--- config.mk ---
export PLATFORM = sky130hd
export DESIGN_NAME = dft_scan_capture_mc
export DESIGN_NICKNAME = d
export VERILOG_FILES = /design/src/rtl/dft_scan_capture_mc.sv
export SDC_FILE = /design/constraint.sdc
export NUM_CORES = 1
export LEC_CHECK = 0
export CORE_MARGIN = 5
export CORE_UTILIZATION = 40
export DETAILED_ROUTE_END_ITERATION = 12
export PLACE_DENSITY = 0.59
export SYNTH_ARGS = -nofsm -noshare
export SYNTH_HDL_FRONTEND = slang
export SYNTH_SLANG_ARGS = --single-unit
--- constraint.sdc ---
create_clock -name clk -period 8.4 [get_ports clk]
set_input_delay 1.68 -clock clk [delete_from_list [all_inputs] [get_ports clk]]
set_output_delay 1.68 -clock clk [all_outputs]
set_load 0.02 [all_outputs]
--- src/rtl/dft_scan_capture_mc.sv ---
// Multi-channel scan capture: shifts NCH scan-out chains in parallel, packs WORD_W-bit words, queues them {ch,last}.
// Build option: DFT_CAPTURE_STALL_EN makes PUSH wait on a full FIFO instead of dropping words (ovf_err).
module dft_scan_capture_mc #(
    parameter int NCH    = 4,
    parameter int WORD_W = 32,
    parameter int DEPTH  = 8,
    parameter int LEN_W  = 16,
    parameter int CH_W   = 2
) (
    input  logic              clk,
    input  logic              reset,
    input  logic [NCH-1:0]    dft_sin,
    output logic              scan_en,
    input  logic              cmd_val,
    output logic              cmd_rdy,
    input  logic [LEN_W-1:0]  cmd_len,
    input  logic [NCH-1:0]    cmd_mask,
    output logic              busy,
    output logic              done,
    output logic              ovf_err,
    output logic              out_val,
    input  logic              out_rdy,
    output logic [WORD_W-1:0] out_data,
    output logic [CH_W-1:0]   out_ch,
    output logic              out_last,
    output logic [1:0]        dbg_state_o
);

    localparam logic [1:0] S_IDLE  = 2'd0;
    localparam logic [1:0] S_SHIFT = 2'd1;
    localparam logic [1:0] S_PUSH  = 2'd2;
    localparam logic [1:0] S_FIN   = 2'd3;

    localparam int WC_W  = $clog2(WORD_W + 1);
    localparam int PTR_W = $clog2(DEPTH);
    localparam int CNT_W = $clog2(DEPTH + 1);
    localparam int ENT_W = CH_W + 1 + WORD_W;

    logic [1:0]        state_q, state_d;
    logic [LEN_W-1:0]  len_q, len_d;
    logic [LEN_W-1:0]  tot_q, tot_d;
    logic [NCH-1:0]    mask_q, mask_d;
    logic [NCH-1:0]    pend_q, pend_d;
    logic [WC_W-1:0]   wcnt_q, wcnt_d;
    logic [WORD_W-1:0] sreg_q [NCH];
    logic [WORD_W-1:0] sreg_d [NCH];
    logic              ovf_q, ovf_d;

    logic [ENT_W-1:0]  mem_q [DEPTH];
    logic [PTR_W-1:0]  wr_ptr_q, rd_ptr_q;
    logic [CNT_W-1:0]  cnt_q;

    logic [CH_W-1:0]   sel;
    logic [NCH-1:0]    pend_nx;
    logic              push_req, push_ok, pop, fifo_full, hold, drop;
    logic              push_last;

    // Both ports use valid/ready: a transfer happens on a rising edge where valid and ready are both high.
    assign cmd_rdy     = (state_q == S_IDLE);
    assign busy        = (state_q != S_IDLE);
    assign scan_en     = (state_q == S_SHIFT);
    assign done        = (state_q == S_FIN);
    assign ovf_err     = ovf_q;
    assign dbg_state_o = state_q;

    // Lowest pending masked chain is emitted first.
    always_comb begin
        sel = '0;
        for (int c = NCH - 1; c >= 0; c--) begin
            if (pend_q[c]) sel = CH_W'(c);
        end
    end

    assign pend_nx   = pend_q & ~(NCH'(1) << sel);
    assign push_req  = (state_q == S_PUSH) && (pend_q != '0);
    assign pop       = (cnt_q != '0) && out_rdy;
    assign fifo_full = (cnt_q == CNT_W'(DEPTH));
    assign push_ok   = push_req && (!fifo_full || pop);
    assign push_last = (tot_q == len_q);

`ifdef DFT_CAPTURE_STALL_EN
    assign hold = push_req && !push_ok;
    assign drop = 1'b0;
`else
    assign hold = 1'b0;
    assign drop = push_req && !push_ok;
`endif

    always_comb begin
        state_d = state_q;
        len_d   = len_q;
        tot_d   = tot_q;
        mask_d  = mask_q;
        pend_d  = pend_q;
        wcnt_d  = wcnt_q;
        sreg_d  = sreg_q;
        ovf_d   = ovf_q | drop;
        case (state_q)
            S_IDLE: begin
                if (cmd_val) begin
                    len_d   = cmd_len;
                    mask_d  = cmd_mask;
                    tot_d   = '0;
                    wcnt_d  = '0;
                    ovf_d   = 1'b0;
                    for (int c = 0; c < NCH; c++) sreg_d[c] = '0;
                    state_d = (cmd_len == '0) ? S_FIN : S_SHIFT;
                end
            end
            S_SHIFT: begin
                for (int c = 0; c < NCH; c++) begin
                    sreg_d[c] = {sreg_q[c][WORD_W-2:0], dft_sin[c]};
                end
                wcnt_d = wcnt_q + WC_W'(1);
                tot_d  = tot_q + LEN_W'(1);
                if ((wcnt_d == WC_W'(WORD_W)) || (tot_d == len_q)) begin
                    pend_d  = mask_q;
                    state_d = S_PUSH;
                end
            end
            S_PUSH: begin
                if (!hold) begin
                    pend_d = pend_nx;
                    if (pend_nx == '0) begin
                        for (int c = 0; c < NCH; c++) sreg_d[c] = '0;
                        wcnt_d  = '0;
                        state_d = push_last ? S_FIN : S_SHIFT;
                    end
                end
            end
            default: begin
                state_d = S_IDLE;
            end
        endcase
    end

    always_ff @(posedge clk or negedge reset) begin
        if (!reset) begin
            state_q  <= S_IDLE;
            len_q    <= '0;
            tot_q    <= '0;
            mask_q   <= '0;
            pend_q   <= '0;
            wcnt_q   <= '0;
            ovf_q    <= 1'b0;
            for (int c = 0; c < NCH; c++) sreg_q[c] <= '0;
            wr_ptr_q <= '0;
            rd_ptr_q <= '0;
            cnt_q    <= '0;
        end else begin
            state_q <= state_d;
            len_q   <= len_d;
            tot_q   <= tot_d;
            mask_q  <= mask_d;
            pend_q  <= pend_d;
            wcnt_q  <= wcnt_d;
            ovf_q   <= ovf_d;
            sreg_q  <= sreg_d;
            if (push_ok) wr_ptr_q <= wr_ptr_q + PTR_W'(1);
            if (pop)     rd_ptr_q <= rd_ptr_q + PTR_W'(1);
            if (push_ok && !pop)      cnt_q <= cnt_q + CNT_W'(1);
            else if (!push_ok && pop) cnt_q <= cnt_q - CNT_W'(1);
        end
    end

    // Storage is not reset; the read side is gated by out_val so stale entries never show.
    always_ff @(posedge clk) begin
        if (push_ok) mem_q[wr_ptr_q] <= {sel, push_last, sreg_q[sel]};
    end

    assign out_val = (cnt_q != '0);
    assign {out_ch, out_last, out_data} = out_val ? mem_q[rd_ptr_q] : '0;

endmodule

==> Yosys cells after proc, flatten, opt, wreduce, memory -nomap -nowiden <==
Memory sizes are Yosys's and may differ from the RTL's.
Index checks and enable logic that the tools add are counted.
{ "op_classes": {"addsub": 6, "n_lt_le_gt_ge": 1, "eq_ne": 10, "shifts": 1, "n_mux": 30, "bitwise_logic": 4, "n_reduce_logical": 26} }
{ "op_table": {"columns": ["op", "n"], "rows": [
  ["$pmux 128 s3", 1],
  ["$mux 128", 2],
  ["$bmux 32 s2", 1],
  ["$mux 32", 2],
  ["$mux 35", 1],
  ["$eq 16x16->1", 2],
  ["$pmux 16 s2", 1],
  ["$mux 2", 9],
  ["$pmux 6 s3", 1],
  ["$add 16x1->16 const B", 1],
  ["$logic_not 16->1", 1],
  ["$mux 16", 1],
  ["$mux 4", 3],
  ["$mux 6", 2],
  ["$pmux 4 s2", 1],
  ["$reduce_bool 2->1", 4],
  ["$reduce_bool 4->1", 2],
  ["$add 3x1->3 const B", 2],
  ["$add 6x1->6 const B", 1],
  ["$eq 6x6->1 const B", 1],
  ["$logic_and 1x1->1", 6],
  ["$pmux 2 s3", 1],
  ["$reduce_and 2->1", 3],
  ["$reduce_and 3->1", 2],
  ["19 further kinds", 27]
]} }
{ "word_totals": {"register_bits": 187, "mem_bits_rw": 280, "output_inout_bits": 43, "elab_cells": 93, "mem_count": 1} }
{ "memory_table": {"columns": ["memory", "depth", "word_bits", "rd", "rd_ports_with_merged_regs", "wr", "line_no", "rtl"], "rows": [
  ["mem_q", 8, 35, 1, 0, 1, "49", "logic [ENT_W-1:0] mem_q [DEPTH];"]
]} }

==> Logic depth before layout (Yosys ltp) <==
Gate-level depths: netlist of the first run.
{ "depth": {"depth_word": 10, "mapped_depth": 13, "mapped_depth_nobuf": 11} }

==> Worst setup path after synthesis of the first run <==
OpenSTA, ideal clock, no wires.
{ "synth_path": {"path_kind": "in2reg", "startpoint": "input port out_rdy", "endpoint": "memory mem_q[0][0] in the netlist's numbering, enable pin", "setup_time_ps": 471, "arrival_time_ps": 4679, "required_time_ps": 7929, "path_slack_ps": 3250, "path_stages": 6, "path_buffers": 1, "path_cell_list": "nand2b_1 > nor4_1 > nor2b_1 > clkbuf_1 > nand2b_1 > nor3_1"} }
{ "synth_between": {"elab_chain_cells": 5} }
{ "synth_lines": {"columns": ["item", "line_no", "rtl"], "rows": [
  ["from (decl)", "22", "input logic out_rdy,"],
  ["$logic_and 1x1->1", "76", "assign pop = (cnt_q != '0) && out_rdy;"],
  ["$logic_or 1x1->1", "78", "assign push_ok = push_req && (!fifo_full || pop);"],
  ["$logic_and 1x1->1", "78", null],
  ["net push_ok", "55", "logic push_req, push_ok, pop, fifo_full, hold, drop;"],
  ["$mux 1", "168", "if (push_ok) mem_q[wr_ptr_q] <= {sel, push_last, sreg_q[sel]};"],
  ["$mux 1 (not written as such)", "168", null],
  ["to (decl)", "49", null]
]} }
The timed path passes the listed nets, and every way through them passes these cells.

==> Worst setup path after layout of the first run <==
{ "layout_path": {"startpoint": "register rd_ptr_q[0]", "endpoint": "output port out_data[18]"} }
{ "layout_between": {"elab_chain_cells": 2} }
{ "layout_lines": {"columns": ["item", "line_no", "rtl"], "rows": [
  ["from (decl)", "50", "logic [PTR_W-1:0] wr_ptr_q, rd_ptr_q;"],
  ["from (signal assigned)", "160", "if (pop) rd_ptr_q <= rd_ptr_q + PTR_W'(1);"],
  ["$mem_v2 8x35", null, null],
  ["$mux 35", "172", "assign {out_ch, out_last, out_data} = out_val ? mem_q[rd_ptr_q] : '0;"],
  ["to (decl)", "23", "output logic [WORD_W-1:0] out_data,"]
]} }
Every way passes these cells.

==> impl_results.md, run 1 <==
* Unrepaired setup endpoints after global routing: false
* Final Setup Violations at 0
* H-tree levels at 2
* Most used DFF post-synth: edfxtp_1
* Startpoint types: register
* Ranking of synthesized cells by area: edfxtp_1 44%, dfrtp_1 24%, mux4_2 8.2%
* Max capacitance violation total at 0
* CP peak stage delay at 1.01 ns
* DIE WIDTH at 230 µm
* Clock Sinks at 467
* Hpwl dp at 23600 µm
* Count leader, synth: edfxtp_1
* Asr flop ratio synth at 0.400
* Sequential area share after synthesis at 0.678
* Run status: completed
* Mapped Cells at 1265
* # DRC at 0
* Area growth syn-to-layout at 14.9%
* Worst-Skew Late Latency at 0.58 ns
* Syn_area_per_cell at 15.3 µm²
* Layout fillers at 4127
* Top Family by Delay on Critical Path: buffers and inverters
* Ys Warns at 0
* CP bufs+invs at 2
* Fin crit period at 5.42 ns
* Clock-pin slew on the worst setup and hold paths at 0.06 ns
* Least-Margin Pin Slew at 1.24 ns
* Post-CTS setup repair buffer count at 0
* Critical Setup Path Class: reg -> out
* Final Cycle Share at 0.645
* Vias at 11100
* Die H at 230 µm
* CTS Buf Count at 49
* Clock root buffer master: clkbuf_16
* CP cell instances: buf_4, mux4_2, mux2i_1, nor2_1, clkdlybuf4s50_1
* Final TNS setup at 0 ns
* CORE AREA at 0.0477 mm²
* Nets at 1356
* Initial Util at 0.404
* DR pass1 iterations at 5
* Vias in the first global route at 11300
* Largest net degree at the start of global routing at 109
* # IOs at 71
* CP arrival at 3.74 ns
* Post-synth EDFFs at 280
* CP max FO at 43
* Mapped Area at 0.0193 mm²
* ANT cells at 0
* GR Overflow Total at 0
* Endpoints failing hold at 0
* Mapped Nets at 1301
* Via/cell ratio at 5.60
* Core Rows at 80
* Global Route Usage Sum at 0.154
* First-pass GRT wire length at 65200 µm
* WL final at 40700 µm
* Avg WL per Cell at 20.6 µm
* Die ar. at 0.0527 mm²
* CP max-delay cell: dfrtp_4
* Hold Path Class: reg -> reg
* CTS tree: yes
* Post-synth top area cell: edfxtp_1
* Layout cells sized above 1 at 0.132
* Post-synth top cells: 280 x edfxtp_1, 187 x dfrtp_1, 129 x a22o_1, 99 x nand2_1, 70 x mux4_2
* Cts hold-fix bufs at 0
* Share of the synthesized area in the top cell type at 0.436
* Max Freq at 0.184 GHz
* Multi-input logic area at 0.00591 mm²
* Pre-CTS setup slack at 3.44 ns
* Storage cell area at 0.0131 mm²
* Synth unique cells at 53
* Slew Limit Fails at 0
* Post_cts resized at 0
* Initial antenna violation count at 0
* Crit. End Element: output port
* PortBufs at 70
* Clock buffer depth at 3
* Pwr per Cell Area at 396 mW/mm²
* Final design utilization at 0.464
* Routability Congestion at 0.790
* Max_slew headroom at 0.167
* Worst EP required at 6.72 ns
* LEAKAGE at 8.06 nW
* Detailed Route Iter0 Violations at 826
* Maximum VDD drop at 0.000217 V
* Synthesis-stage register bit count at 467
* Clock Skew at 0.0160 ns
* Final ANT Viol Nets at 0
* Setup ws final at 2.98 ns
[report_power, final]
group / leakage [nW] / switching (mW) / internal, mW / total [mW]
Combinational: 2.42 / 1.76 / 1.31 / 3.08
Sequential: 4.92 / 0.447 / 3.25 / 3.70
Clock: 0.722 / 0.866 / 1.14 / 2.01
[sequential cells by signal (all words and copies together) (netlist names), 4 cells and up]
register	count
cnt_q	4
len_q	16
mask_q	4
mem_q	280
pend_q	4
sreg_q	128
tot_q	16
wcnt_q	6
[layout by cell type (no fill, tap or decap), drive strengths merged, types with 11 or more instances in the layout]
cell / count
clkdlybuf4s50: 69
clkinv: 24
mux4: 70
dfrtp: 187
nor4: 12
clkbuf: 65
inv: 11
buf: 21
a22o: 129
nand3: 21
a22oi: 32
o21ai: 56
mux2i: 67
nor2: 68
xor2: 14
nand2: 99
xnor2: 18
a21oi: 16
edfxtp: 280
[worst register-to-register path, delay by kind of cell, from the launching register on]
family / cells / cell delay [ns]
compound gates: 1 / 0.31
buf+inv: 2 / 1.47
flops: 1 / 0.71
simple gates: 2 / 1.35
[cell type report]
| class | instances | area share |
|---|---|---|
| clock buffer | 64 | 0.0578 |
| clock inverter | 27 | 0.00948 |
| inverter | 11 | 0.00197 |
| multi-input combinational | 700 | 0.267 |
| sequential | 467 | 0.590 |
| tap | 615 | 0.0347 |
| timing repair buffer | 91 | 0.0389 |
[routing by layer]
| metal | track usage | routed length (µm) | up-vias |
|---|---|---|---|
| li1 | - | - | 5018 |
| met1 | 0.229 | 19300 | 5747 |
| met2 | 0.241 | 19100 | 251 |
| met3 | 0.0271 | 1860 | 39 |
| met4 | 0.0318 | 515 | 0 |
| met5 | 0 | 0 | - |
[stage by stage]
| step | cells | hold WS, ns | cell area [µm²] | total power [mW] |
|---|---|---|---|---|
| after detailed placement | 1884 | 0.467 | 20700 | 6.86 |
| after global placement | 1884 | 0.457 | 20700 | 6.80 |
| after global routing | 1975 | 0.499 | 22200 | 9.32 |
| after floorplan | 1265 | 0.446 | 19300 | 5.76 |
| after CTS | 1975 | 0.479 | 22200 | 8.90 |
| final | 1975 | 0.471 | 22200 | 8.78 |
[cell families after synthesis]
| family | Yosys count | share of synthesized area |
|---|---|---|
| DFF | 467 | 0.678 |
| AOI/OAI and AO/OA | 270 | 0.105 |
| and+or+nand+nor | 248 | 0.0579 |
| muxes | 141 | 0.119 |
| buffers and inverters | 98 | 0.0195 |
| xor gates and xnor gates | 32 | 0.0145 |
| adders and majority gates | 9 | 0.00610 |
[path summary, 6_finish.rpt]
check	cells after the start	to	from	slack [ns]
max	5	out_data[18]	rd_ptr_q[0]	2.98
min reg2reg	1	rd_ptr_q[2]	rd_ptr_q[2]	0.47
max in group asynchronous	2	len_q[1]	reset	6.03
min	1	rd_ptr_q[2]	rd_ptr_q[2]	0.47
min in group asynchronous	1	sreg_q[106]	reset	1.06
max reg2reg	5	sreg_q[14]	dbg_state_o[1]	4.50
Note: power is estimated with default switching activity, not from simulation.
==> inputs of run 2 (changes only) <==
- clock period: 8.4 -> 5.6 ns (I/O delays scaled with it)
==> run 2 against run 1 <==
Final area up 0.58%. Power up 53%. Clock-buffer cell count up 3. Sequential cell count unchanged. Critical path type unchanged. Sequential share of layout area down 0.34 points. Non-clock buffer count up 4. First-iteration DRC count up 3.3%. Critical path depth unchanged.
==> impl_results.md, run 2 (synthesis gave the netlist of run 1 again) <==
* Run status: completed
* Endpoints failing hold at 0
* Clock Sinks at 467
* PortBufs at 70
* CORE AREA at 0.0477 mm²
* Nets at 1359
* Max reg flops at 280
* Die H at 230 µm
* Startpoint types: register
* Largest regs: mem_q x280, sreg_q x128
* Cts hold-fix bufs at 0
* Most common cell after layout, fill and taps aside: edfxtp_1
* Fin crit period at 4.37 ns
* Detailed Route Iter0 Violations at 853
* Routability Congestion at 0.796
* H-tree levels at 2
* CTS tree: yes
* Post_cts resized at 0
* Pwr per Cell Area at 601 mW/mm²
* Critical Setup Path Class: reg -> out
* Unrepaired setup endpoints after global routing: false
* Avg WL per Cell at 20.5 µm
* Crit path launch: rd_ptr_q[0]
* Vias in the first global route at 11100
* WL final at 40600 µm
* CP arrival at 3.25 ns
* # IOs at 71
* Area growth syn-to-layout at 15.6%
* Clock-pin slew on the worst setup and hold paths at 0.06 ns
* # DRC at 0
* Largest net degree at the start of global routing at 135
* Least-Margin Pin Slew at 1.26 ns
* Die ar. at 0.0527 mm²
* Max_slew headroom at 0.149
* Initial Util at 0.404
* Hold Path Origin: mask_q[1]
* Hold Path Class: reg -> reg
* Worst EP required at 4.48 ns
* GR Overflow Total at 0
* First-pass GRT wire length at 64800 µm
* Most frequent cells in the layout: 280 x edfxtp_1, 184 x dfrtp_1, 129 x a22o_1
* Vias at 11000
* CTS Buf Count at 48
* CP max FO at 38
* Final TNS setup at 0 ns
* Final Cycle Share at 0.781
* Global Route Usage Sum at 0.153
* Reg2reg start: dbg_state_o[1]
* Core Rows at 80
* Clock buffer depth at 3
* Crit. End Element: output port
* Clock root buffer master: clkbuf_16
* LEAKAGE at 8.13 nW
* Final ANT Viol Nets at 0
* Biggest register: mem_q
* Max Freq at 0.229 GHz
* DR pass1 iterations at 5
* Max capacitance violation total at 0
* Maximum VDD drop at 0.000297 V
* Layout fillers at 4177
* Worst hold slack at 0.478 ns
* Final Setup Violations at 0
* Slew Limit Fails at 0
* Hpwl dp at 24900 µm
* Worst-Skew Late Latency at 0.57 ns
* Layout cells sized above 1 at 0.138
* DIE WIDTH at 230 µm
* Initial antenna violation count at 0
* Post-CTS setup repair buffer count at 0
* Via/cell ratio at 5.54
* Clock Skew at 0.0151 ns
run 2: cell count changes in the layout (fill, tap and decap cells not counted), sizes merged:
cell and change:
clkinv -9, clkinvlp -1, buf +4, diode +1, clkbuf +3, bufinv +2
run 2: layout make-up:
class	count	area, µm²	area share
diodes	1	2.50	0.000112
clock buffers	67	1370	0.0613
clock inverters	19	198	0.00886
inverters	11	43.8	0.00196
multi-input cells	700	5910	0.265
flip-flops and latches	467	13100	0.587
well taps	615	769	0.0345
repair buffers	95	917	0.0411
run 2: power by group:
group          switching [mW]  internal (mW)
combinational            2.65           1.99
clock                    1.28           1.88
sequential              0.711           4.88
run 2: worst paths after layout:
path,to,slack [ns],cells past startpoint
hold / removal,mask_q[1],0.48,2
setup reg to reg,mem_q[2][13],2.05,5
setup / recovery,out_data[21],1.23,5
min in group asynchronous,sreg_q[75],0.59,1
max in group asynchronous,rd_ptr_q[0],3.80,2
hold reg to reg,mask_q[1],0.48,2
run 2: critical path: stages, from the launching register on:
cell	delay (ns)
dfrtp_4	0.93
buf_4	0.36
mux4_2	0.52
mux2i_1	0.24
nor2_1	0.06
clkdlybuf4s50_1	0.55
run 2: routing by layer:
metal,routed length (µm),part of all wire,global-route usage,vias to the layer above
met3,1510,0.037,0.0266,48
met1,19300,0.48,0.226,5663
met4,751,0.019,0.0400,0
met5,0,0,0,-
met2,19000,0.47,0.237,201
li1,-,-,-,5039
run 2: stage by stage:
step | utilization | power, mW | area [µm²] | instances | setup slack, ns
finish | 0.467 | 13.4 | 22300 | 1975 | 1.23
floorplan | - | 8.64 | 19300 | 1265 | 1.01
CTS | 0.467 | 13.6 | 22300 | 1974 | 1.10
global placement | 0.434 | 10.3 | 20700 | 1888 | 1.69
global route | 0.467 | 14.2 | 22300 | 1974 | 0.951
detailed placement | 0.434 | 10.4 | 20700 | 1888 | 1.62
==> inputs of run 3 (changes only) <==
- clock period: 5.6 -> 4.32 ns (I/O delays scaled with it)
==> run 3 against run 2 <==
Non-clock buffer count grew 6. Highest routed layer unchanged. Core utilization up 0.37 points. Critical path depth did not move. Final area increased by 0.80%. First-iteration DRC count is 6.2% higher. Hold slack lost 0.25 ns. Routed wire length down 0.82%. Clock skew is 0.017 ns higher.
==> impl_results.md, run 3 (synthesis gave the netlist of run 1 again) <==
* Run status: completed
* CP arrival at 3.02 ns
* Crit. End Element: output port
* Layout cells sized above 1 at 0.145
* Post-route design area at 0.0225 mm²
* LEAKAGE at 8.19 nW
* Core Rows at 80
* WL final at 40200 µm
* Initial antenna violation count at 0
* Final ANT Viol Nets at 0
* Max_slew headroom at 0.189
* Die ar. at 0.0527 mm²
* Max Freq at 0.257 GHz
* Clock Sinks at 467
* Sw frac at 0.345
* Maximum VDD drop at 0.000353 V
* Worst-Skew Late Latency at 0.59 ns
* DIE WIDTH at 230 µm
* Vias at 11000
* # IOs at 71
* Worst EP required at 3.46 ns
* Slew Limit Fails at 0
* Most frequent cells in the layout: 280 x edfxtp_1, 184 x dfrtp_1, 129 x a22o_1
* Power after layout at 17.5 mW
* CP max-delay cell: dfrtp_4
* Vias in the first global route at 11400
* Hold Path Class: in -> async
* Avg WL per Cell at 20.3 µm
* Clock Skew at 0.0320 ns
* Routability Congestion at 0.784
* Cts hold-fix bufs at 0
* CORE AREA at 0.0477 mm²
* Storage cell area at 0.0131 mm²
* DR pass1 iterations at 5
* H-tree levels at 2
* Total internal power at 11.5 mW
* Biggest register: mem_q
* Placed Area at 0.0209 mm²
* Clock share of power at 0.238
* Clock root buffer master: clkbuf_16
* CP cell instances: buf_12, mux4_2, mux2i_1, nor2_1, clkdlybuf4s50_1
* Final TNS setup at 0 ns
* Via/cell ratio at 5.54
* Clock-pin slew on the worst setup and hold paths at 0.06 ns
* Top Family by Delay on Critical Path: buffers and inverters
* Combinational share of power at 0.356
* Layout fillers at 4109
* Max capacitance violation total at 0
* Detailed Route Iter0 Violations at 906
* Setup ws final at 0.435 ns
* Pwr per Cell Area at 778 mW/mm²
* Global Route Usage Sum at 0.153
* Final Setup Violations at 0
* Nets at 1365
* Post_cts resized at 0
* Least-Margin Pin Slew at 1.20 ns
* Seq pwr share at 0.406
* Fin crit period at 3.89 ns
* Area growth syn-to-layout at 16.5%
* Die H at 230 µm
* CTS Buf Count at 48
* Final Cycle Share at 0.899
* Post-CTS setup repair buffer count at 0
* Largest net degree at the start of global routing at 98
* GR Overflow Total at 0
* Max reg flops at 280
* Pre-CTS setup slack at 0.799 ns
* Startpoint types: register
* Unrepaired setup endpoints after global routing: false
* PortBufs at 70
* First-pass GRT wire length at 65200 µm
* Clock buffer depth at 3
* Endpoints failing hold at 0
* Largest regs: mem_q x280, sreg_q x128
* Hpwl dp at 24400 µm
* CP max FO at 36
* CTS tree: yes
* # DRC at 0
* NetSw at 6.03 mW
* Critical Setup Path Class: reg -> out
* CP bufs+invs at 2
* Most common cell after layout, fill and taps aside: edfxtp_1
* Multi-input logic area at 0.00593 mm²
* CP peak stage delay at 0.62 ns
* Initial Util at 0.404
==> run 3: per-layer routing <==
layer / global-route usage / wire length, µm
met5: 0 / 0
met1: 0.218 / 18700
met2: 0.247 / 19100
met3: 0.0253 / 1530
met4: 0.0419 / 814
==> run 3: cell type report <==
type                    count  share of cell area
diodes                      1            0.000111
clock buffers              73              0.0616
clock inverters            14             0.00996
inverters                  11             0.00195
multi-input cells         700               0.264
flip-flops and latches    467               0.582
well taps                 615              0.0342
repair buffers            101              0.0461
==> run 3: path summary, 6_finish.rpt <==
kind / start / endpoint / slack [ns] / cells after the start
min: reset / wcnt_q[1] / 0.23 / 1
max in group asynchronous: reset / len_q[2] / 3.14 / 2
min in group clk: mask_q[2] / mask_q[2] / 0.50 / 2
max: rd_ptr_q[0] / out_ch[1] / 0.43 / 5
max reg2reg: dbg_state_o[0] / sreg_q[77] / 1.14 / 5
min reg2reg: mask_q[2] / mask_q[2] / 0.50 / 2
==> run 3: metrics by stage <==
step	utilization	hold slack [ns]	instances
2_1_floorplan	-	0.446	1265
3_3_place_gp	0.437	0.462	1894
3_5_place_dp	0.437	0.480	1894
4_1_cts	0.471	0.200	1981
5_1_grt	0.471	0.227	1981
6_report	0.471	0.226	1982
==> run 3: power by group through the flow <==
stage,combinational [mW],sequential [mW],clock [mW]
floorplan,4.38,6.81,0
global placement,6.25,7.16,0
detailed placement,6.35,7.18,0
CTS,6.38,7.10,4.27
global route,6.90,7.23,4.46
finish,6.24,7.10,4.16
